<file path="config.mk">
export PLATFORM = sky130hd
export DESIGN_NAME = traffic_light_controller
export DESIGN_NICKNAME = d
export VERILOG_FILES = /design/src/rtl/traffic_light_pkg.sv /design/src/rtl/tlc_phase_timer.sv /design/src/rtl/traffic_light_controller.sv
export SDC_FILE = /design/constraint.sdc
export NUM_CORES = 1
export LEC_CHECK = 0
export ABC_CLOCK_PERIOD_IN_PS = 2200
export CAP_MARGIN = 5
export CORE_AREA = 4 4 62 64
export DETAILED_ROUTE_END_ITERATION = 10
export DIE_AREA = 0 0 66 68
export PLACE_DENSITY = 0.47
export SYNTH_ARGS = -nofsm -noshare
export SYNTH_HDL_FRONTEND = slang
export SYNTH_HIERARCHICAL = 1
export SYNTH_SLANG_ARGS = --single-unit
</file>
<file path="constraint.sdc">
create_clock -name clk -period 2.2 [get_ports clk]
set_input_delay 0.22 -clock clk [delete_from_list [all_inputs] [get_ports clk]]
set_output_delay 0.22 -clock clk [all_outputs]
set_load 0.05 [all_outputs]
</file>
<file path="src/rtl/traffic_light_pkg.sv">
// Shared types and default timing for the two-road traffic light controller.
package traffic_light_pkg;

  // Controller phases; 3-bit encoding, seven states in service order.
  typedef enum logic [2:0] {
    AR_INIT  = 3'd0,
    NS_G     = 3'd1,
    NS_Y     = 3'd2,
    AR_NS2EW = 3'd3,
    EW_G     = 3'd4,
    EW_Y     = 3'd5,
    AR_EW2NS = 3'd6
  } tlc_state_e;

  // Default phase durations in clock cycles.
  localparam int DEF_NS_MIN_GREEN = 50;
  localparam int DEF_EW_GREEN     = 30;
  localparam int DEF_YELLOW       = 5;
  localparam int DEF_ALL_RED      = 2;
  localparam int DEF_TIMER_W      = 8;

  // One direction's signal head.
  typedef struct packed {
    logic red;
    logic yellow;
    logic green;
  } lamp_t;

  localparam lamp_t LAMP_RED    = '{red: 1'b1, yellow: 1'b0, green: 1'b0};
  localparam lamp_t LAMP_YELLOW = '{red: 1'b0, yellow: 1'b1, green: 1'b0};
  localparam lamp_t LAMP_GREEN  = '{red: 1'b0, yellow: 1'b0, green: 1'b1};

endpackage

</file>
<file path="src/rtl/tlc_phase_timer.sv">
// Per-phase cycle counter: synchronous clear, counts up, saturates at all-ones
// so an indefinitely held phase never wraps back under its minimum.
module tlc_phase_timer #(
  parameter int TIMER_W = 8
) (
  input  logic               clk,
  input  logic               rst,
  input  logic               i_clear,
  output logic [TIMER_W-1:0] o_count
);

  localparam logic [TIMER_W-1:0] COUNT_MAX = {TIMER_W{1'b1}};

  logic [TIMER_W-1:0] r_count;

  // Count cycles within the current phase; reset and clear both return to 0.
  always_ff @(posedge clk) begin
    // NOTE: registers use non-blocking assignments so every flop samples
    // pre-edge values, independent of statement order between blocks.
    if (!rst) begin
      r_count <= '0;
    end else if (i_clear) begin
      r_count <= '0;
    end else if (r_count != COUNT_MAX) begin
      r_count <= r_count + TIMER_W'(1);
    end
  end

  assign o_count = r_count;

endmodule

</file>
<file path="src/rtl/traffic_light_controller.sv">
// Two-road intersection controller. NS is the default-green main road; EW is
// served on demand from a synchronous vehicle sensor. Moore FSM: lamps decode
// only the state register, so the sensor never reaches an output directly.
module traffic_light_controller
  import traffic_light_pkg::*;
#(
  parameter int NS_MIN_GREEN = DEF_NS_MIN_GREEN,
  parameter int EW_GREEN     = DEF_EW_GREEN,
  parameter int YELLOW       = DEF_YELLOW,
  parameter int ALL_RED      = DEF_ALL_RED,
  parameter int TIMER_W      = DEF_TIMER_W
) (
  input  logic clk,
  input  logic rst,
  input  logic sensor,
  output logic NS_Red,
  output logic NS_Yellow,
  output logic NS_Green,
  output logic EW_Red,
  output logic EW_Yellow,
  output logic EW_Green
);

  // A phase of duration D ends on the edge where the timer reads D-1.
  localparam logic [TIMER_W-1:0] NS_MIN_LAST  = TIMER_W'(NS_MIN_GREEN - 1);
  localparam logic [TIMER_W-1:0] EW_GREEN_LAST = TIMER_W'(EW_GREEN - 1);
  localparam logic [TIMER_W-1:0] YELLOW_LAST  = TIMER_W'(YELLOW - 1);
  localparam logic [TIMER_W-1:0] ALL_RED_LAST = TIMER_W'(ALL_RED - 1);

  tlc_state_e         r_state;
  tlc_state_e         w_next_state;
  logic               r_req_q;
  logic               w_pending;
  logic               w_state_change;
  logic               w_enter_ew_g;
  logic [TIMER_W-1:0] w_timer;
  lamp_t              w_ns_lamp;
  lamp_t              w_ew_lamp;

  assign w_pending      = r_req_q | sensor;
  assign w_state_change = (w_next_state != r_state);
  assign w_enter_ew_g   = (w_next_state == EW_G) && (r_state != EW_G);

  tlc_phase_timer #(
    .TIMER_W (TIMER_W)
  ) u_phase_timer (
    .clk     (clk),
    .rst     (rst),
    .i_clear (w_state_change),
    .o_count (w_timer)
  );

  // State register; reset always lands in the all-red start-up phase.
  always_ff @(posedge clk) begin
    if (!rst) begin
      r_state <= AR_INIT;
    end else begin
      r_state <= w_next_state;
    end
  end

  // EW demand latch: the sensor is ignored while EW is already green, and
  // entering EW green consumes the request even if the sensor is still high.
  always_ff @(posedge clk) begin
    if (!rst) begin
      r_req_q <= 1'b0;
    end else if (w_enter_ew_g) begin
      r_req_q <= 1'b0;
    end else if (sensor && (r_state != EW_G)) begin
      r_req_q <= 1'b1;
    end
  end

  // Next-state logic: timed phases advance in a fixed ring; NS green waits
  // for both its minimum time and EW demand.
  always_comb begin
    // NOTE: default assigned first so no path through the case leaves the
    // signal unassigned, which would otherwise infer a latch.
    w_next_state = r_state;
    case (r_state)
      AR_INIT:  if (w_timer == ALL_RED_LAST) w_next_state = NS_G;
      NS_G:     if ((w_timer >= NS_MIN_LAST) && w_pending) w_next_state = NS_Y;
      NS_Y:     if (w_timer == YELLOW_LAST) w_next_state = AR_NS2EW;
      AR_NS2EW: if (w_timer == ALL_RED_LAST) w_next_state = EW_G;
      EW_G:     if (w_timer == EW_GREEN_LAST) w_next_state = EW_Y;
      EW_Y:     if (w_timer == YELLOW_LAST) w_next_state = AR_EW2NS;
      AR_EW2NS: if (w_timer == ALL_RED_LAST) w_next_state = NS_G;
      default:  w_next_state = AR_INIT;
    endcase
  end

  // Lamp decode from the state register only; red unless the phase says otherwise.
  always_comb begin
    w_ns_lamp = LAMP_RED;
    w_ew_lamp = LAMP_RED;
    case (r_state)
      NS_G:    w_ns_lamp = LAMP_GREEN;
      NS_Y:    w_ns_lamp = LAMP_YELLOW;
      EW_G:    w_ew_lamp = LAMP_GREEN;
      EW_Y:    w_ew_lamp = LAMP_YELLOW;
      default: ;
    endcase
  end

  assign NS_Red    = w_ns_lamp.red;
  assign NS_Yellow = w_ns_lamp.yellow;
  assign NS_Green  = w_ns_lamp.green;
  assign EW_Red    = w_ew_lamp.red;
  assign EW_Yellow = w_ew_lamp.yellow;
  assign EW_Green  = w_ew_lamp.green;

endmodule

</file>
==> impl_metrics.yaml <==
synth:
  syn_area_um2: 812.0
  synth-seq-area-share_pct: 29.58
  dominantRegCellSynth: "dfxtp_1"
  ys_types: 42
  synth_cells: 95
  yosysTopAreaCell: "dfxtp_1"
  syn_avg_cell_area_um2: 8.548
  yosys_register_bits: 12
  syn_nets: 99
  synthArstFlopShare_pct: 0
  yosysWarningCount: 6
  yosys-top-cells-area: "dfxtp_1 (30%), nor3_1 (4.9%), nand2b_1 (3.9%)"
  synth_edf_count: 0
  synth_top_area_share_pct: 29.58
pwr:
  power.leakage_uw: 0.0004345
  max-vdd-ir-drop_mv: 0.3262
  p_sw_uw: 203.1
  p_int_uw: 417.5
  p_seq_share_pct: 39.9
  switching_share_pct: 32.73
  power_frac_clock_pct: 20.7
  p_comb_share_pct: 39.4
  power_per_cell_area_mw_per_mm2: 565.6
timing:
  relSlewSlack_pct: 66.33
  fin_skew_ns: 0.0008890
  worstMarginPinSlew_ns: 0.5042
  rsz0062_at_grt: "yes"
  finalSetupViolCount: 1
  slew_violations: 0
  finalHoldViolCount: 0
  fin_crit_ns: 2.208
  finalHoldWorstSlack_ns: 0.5157
  worst_slack_ns: -0.008358
  fin_crit_sh_pct: 100.4
  fmaxAchievable_mhz: 452.8
final_layout:
  drive_above_1_share_pct: 33.62
  final_util_pct: 33.41
  fin_nets: 122
  area_growth_pct: 35.13
  antenna_cells: 0
  seq_area_um2: 241.5
  design_area_mm2: 0.001097
  fin_cells: 162
  fillers: 352
  multiInputGateArea_um2: 583.1
routing:
  via_count: 808
  viasPerCell: 4.988
  firstDrtPassIters: 4
  wire_per_inst_um: 13.54
  drc: 0
  wirelength_um: 2193
  drt_iter0_drc: 80
  detail-route-antenna-nets: 0
setup_path:
  reg2reg_from: "u_phase_timer/o_count[6]"
  crit_family: "simple AND/OR/NAND/NOR gates"
  cp_slowest_cell: "or4_4"
  cp_max_fo: 5
  critPathLaunchType: "register"
  worstReg2RegEnd: "u_phase_timer/o_count[3]"
  worst-setup-path-type: "reg2reg"
  rr_worst_depth: 7
  arrival_ns: 2.41
  crit_start: "u_phase_timer/o_count[6]"
  rrSetupSlack_ns: -0.008
  cp.depth: 7
  cp_data_required_time_ns: 2.40
  cp_slowest_stage_delay_ns: 0.53
  crit_chain: "or4_4 > o221a_1 > a22oi_2 > or3b_4 > nand2b_4 > a2111o_1 > o21ai_1"
  path_buf_inv: 0
  endpoint: "u_phase_timer/o_count[3]"
  critPathCaptureType: "register"
place:
  portBuffers: 8
  dp_hpwl_um: 1605
  place_congestion: 0.8089
  dpl.cell_count: 157
  placed_area_mm2: 0.001032
clock_network:
  tritoncts: "yes"
  clock_sinks: 12
  h-tree-depth: 1
  cts_root_buf: "clkbuf_4"
  numCtsBuffers: 3
  clock_path_buffers: 2
  clock_latency_ns: 0.26
  cts.clk_slew.worst_paths_ns: 0.07
die:
  dieArea_mm2: 0.004488
  start_util_pct: 24.72
  io-pin-count: 9
  die_h_um: 68
  fp.dieW_um: 66
  num_rows: 21
  coreArea_mm2: 0.003284
global_route:
  grt_overflow_total: 0
  grt_max_degree: 12
  grt_usage_pct: 10.42
  grt_pass1_wl_um: 3560
  first_global_vias: 779
  antenna_found_initial: 0
run:
  maxCapViolations: 0
min_path:
  hp-class: "reg2reg"
run_status:
  status: "finished with violations"
  violations: "setup timing"
==> Yosys cell counts, drive strengths merged, types with 2 or more instances <==
cell,n
a211oi,3
a21boi,3
a21oi,4
a31oi,2
and3,3
clkbuf,3
dfxtp,12
inv,2
mux2i,2
nand2,5
nand2b,5
nand3,5
nand4,2
nor2,3
nor2b,4
nor3,8
nor4,3
o21ai,5
==> placed cells by master (no fill, tap or decap), types with 4 or more instances in the layout <==
| master | Yosys | routed |
|---|---|---|
| buf_4 | 0 | 16 |
| dfxtp_1 | 12 | 11 |
| nor3_1 | 8 | 5 |
| nand3_1 | 5 | 5 |
| nand2b_1 | 5 | 4 |
| nor2b_1 | 4 | 4 |
| nand2_1 | 5 | 4 |
| clkdlybuf4s50_1 | 0 | 4 |
==> metrics by stage <==
step	total power (uW)	worst slack, ns	setup TNS, ns
after floorplan	386.8	0.01391	0
after global placement	475.2	0.01563	0
after detailed placement	474.8	0.0006659	0
after CTS	610.6	-0.02440	-0.02440
after global routing	662.6	-0.08229	-0.2007
final	620.6	-0.008358	-0.008358
==> layer usage <==
layer	track usage (%)	vias to the layer above	part of all wire, %
met3	2.299	2	5.2
met2	16.77	23	47
li1	-	408	-
met4	4.315	0	0.46
met1	13.47	375	47
met5	0	-	0
==> worst min-delay path by stage <==
stage	end	startpoint	slack [ns]	cells past startpoint
2_1_floorplan	r_req_q	rst	0.35	1
3_3_place_gp	r_req_q	r_req_q	0.50	1
3_5_place_dp	r_req_q	r_req_q	0.51	1
4_1_cts	r_req_q	r_req_q	0.52	1
5_1_grt	r_req_q	r_req_q	0.54	1
6_report	r_req_q	r_req_q	0.52	1
==> kinds of logic after synthesis <==
| group | Yosys count | share of synthesized area [%] |
|---|---|---|
| adder cells (fa/ha/maj) | 1 | 1.541 |
| buffers and inverters | 6 | 3.698 |
| multiplexers | 2 | 2.465 |
| flip-flops | 12 | 29.58 |
| XOR/XNOR | 1 | 1.079 |
| AND/OR/NAND/NOR | 47 | 36.21 |
| AO/OA/AOI/OAI | 26 | 25.42 |
==> layout make-up <==
type	instances	area share [%]
timing repair buffer	22	16.88
tap	46	5.245
clock buffer	3	2.052
inverter	2	0.6842
multi-input combinational	77	53.14
sequential	12	22.01
==> flip-flops by register name (all words and copies together) (netlist names) <==
register,flops
u_phase_timer/o_count,8
r_state,3
r_req_q,1
==> repair_timing <==
| item | in CTS | in global routing |
|---|---|---|
| setup buffers | 1 | 1 |
| cloned | 0 | 0 |
| hold buffers | 0 | 0 |
| endpoints found under the hold margin | 0 | 0 |
| pin swaps | 2 | 3 |
| setup endpoints to repair | 1 | 8 |
| resized for setup | 0 | 9 |
==> power groups by stage <==
stage / clock network (uW) / logic [uW] / registers (uW)
final: 128 / 244 / 248
after global routing: 144 / 268 / 250
after CTS: 136 / 228 / 247
after detailed placement: 0 / 223 / 252
after global placement: 0 / 223 / 252
after floorplan: 0 / 135 / 252
Note: power is estimated with default switching activity, not from simulation.
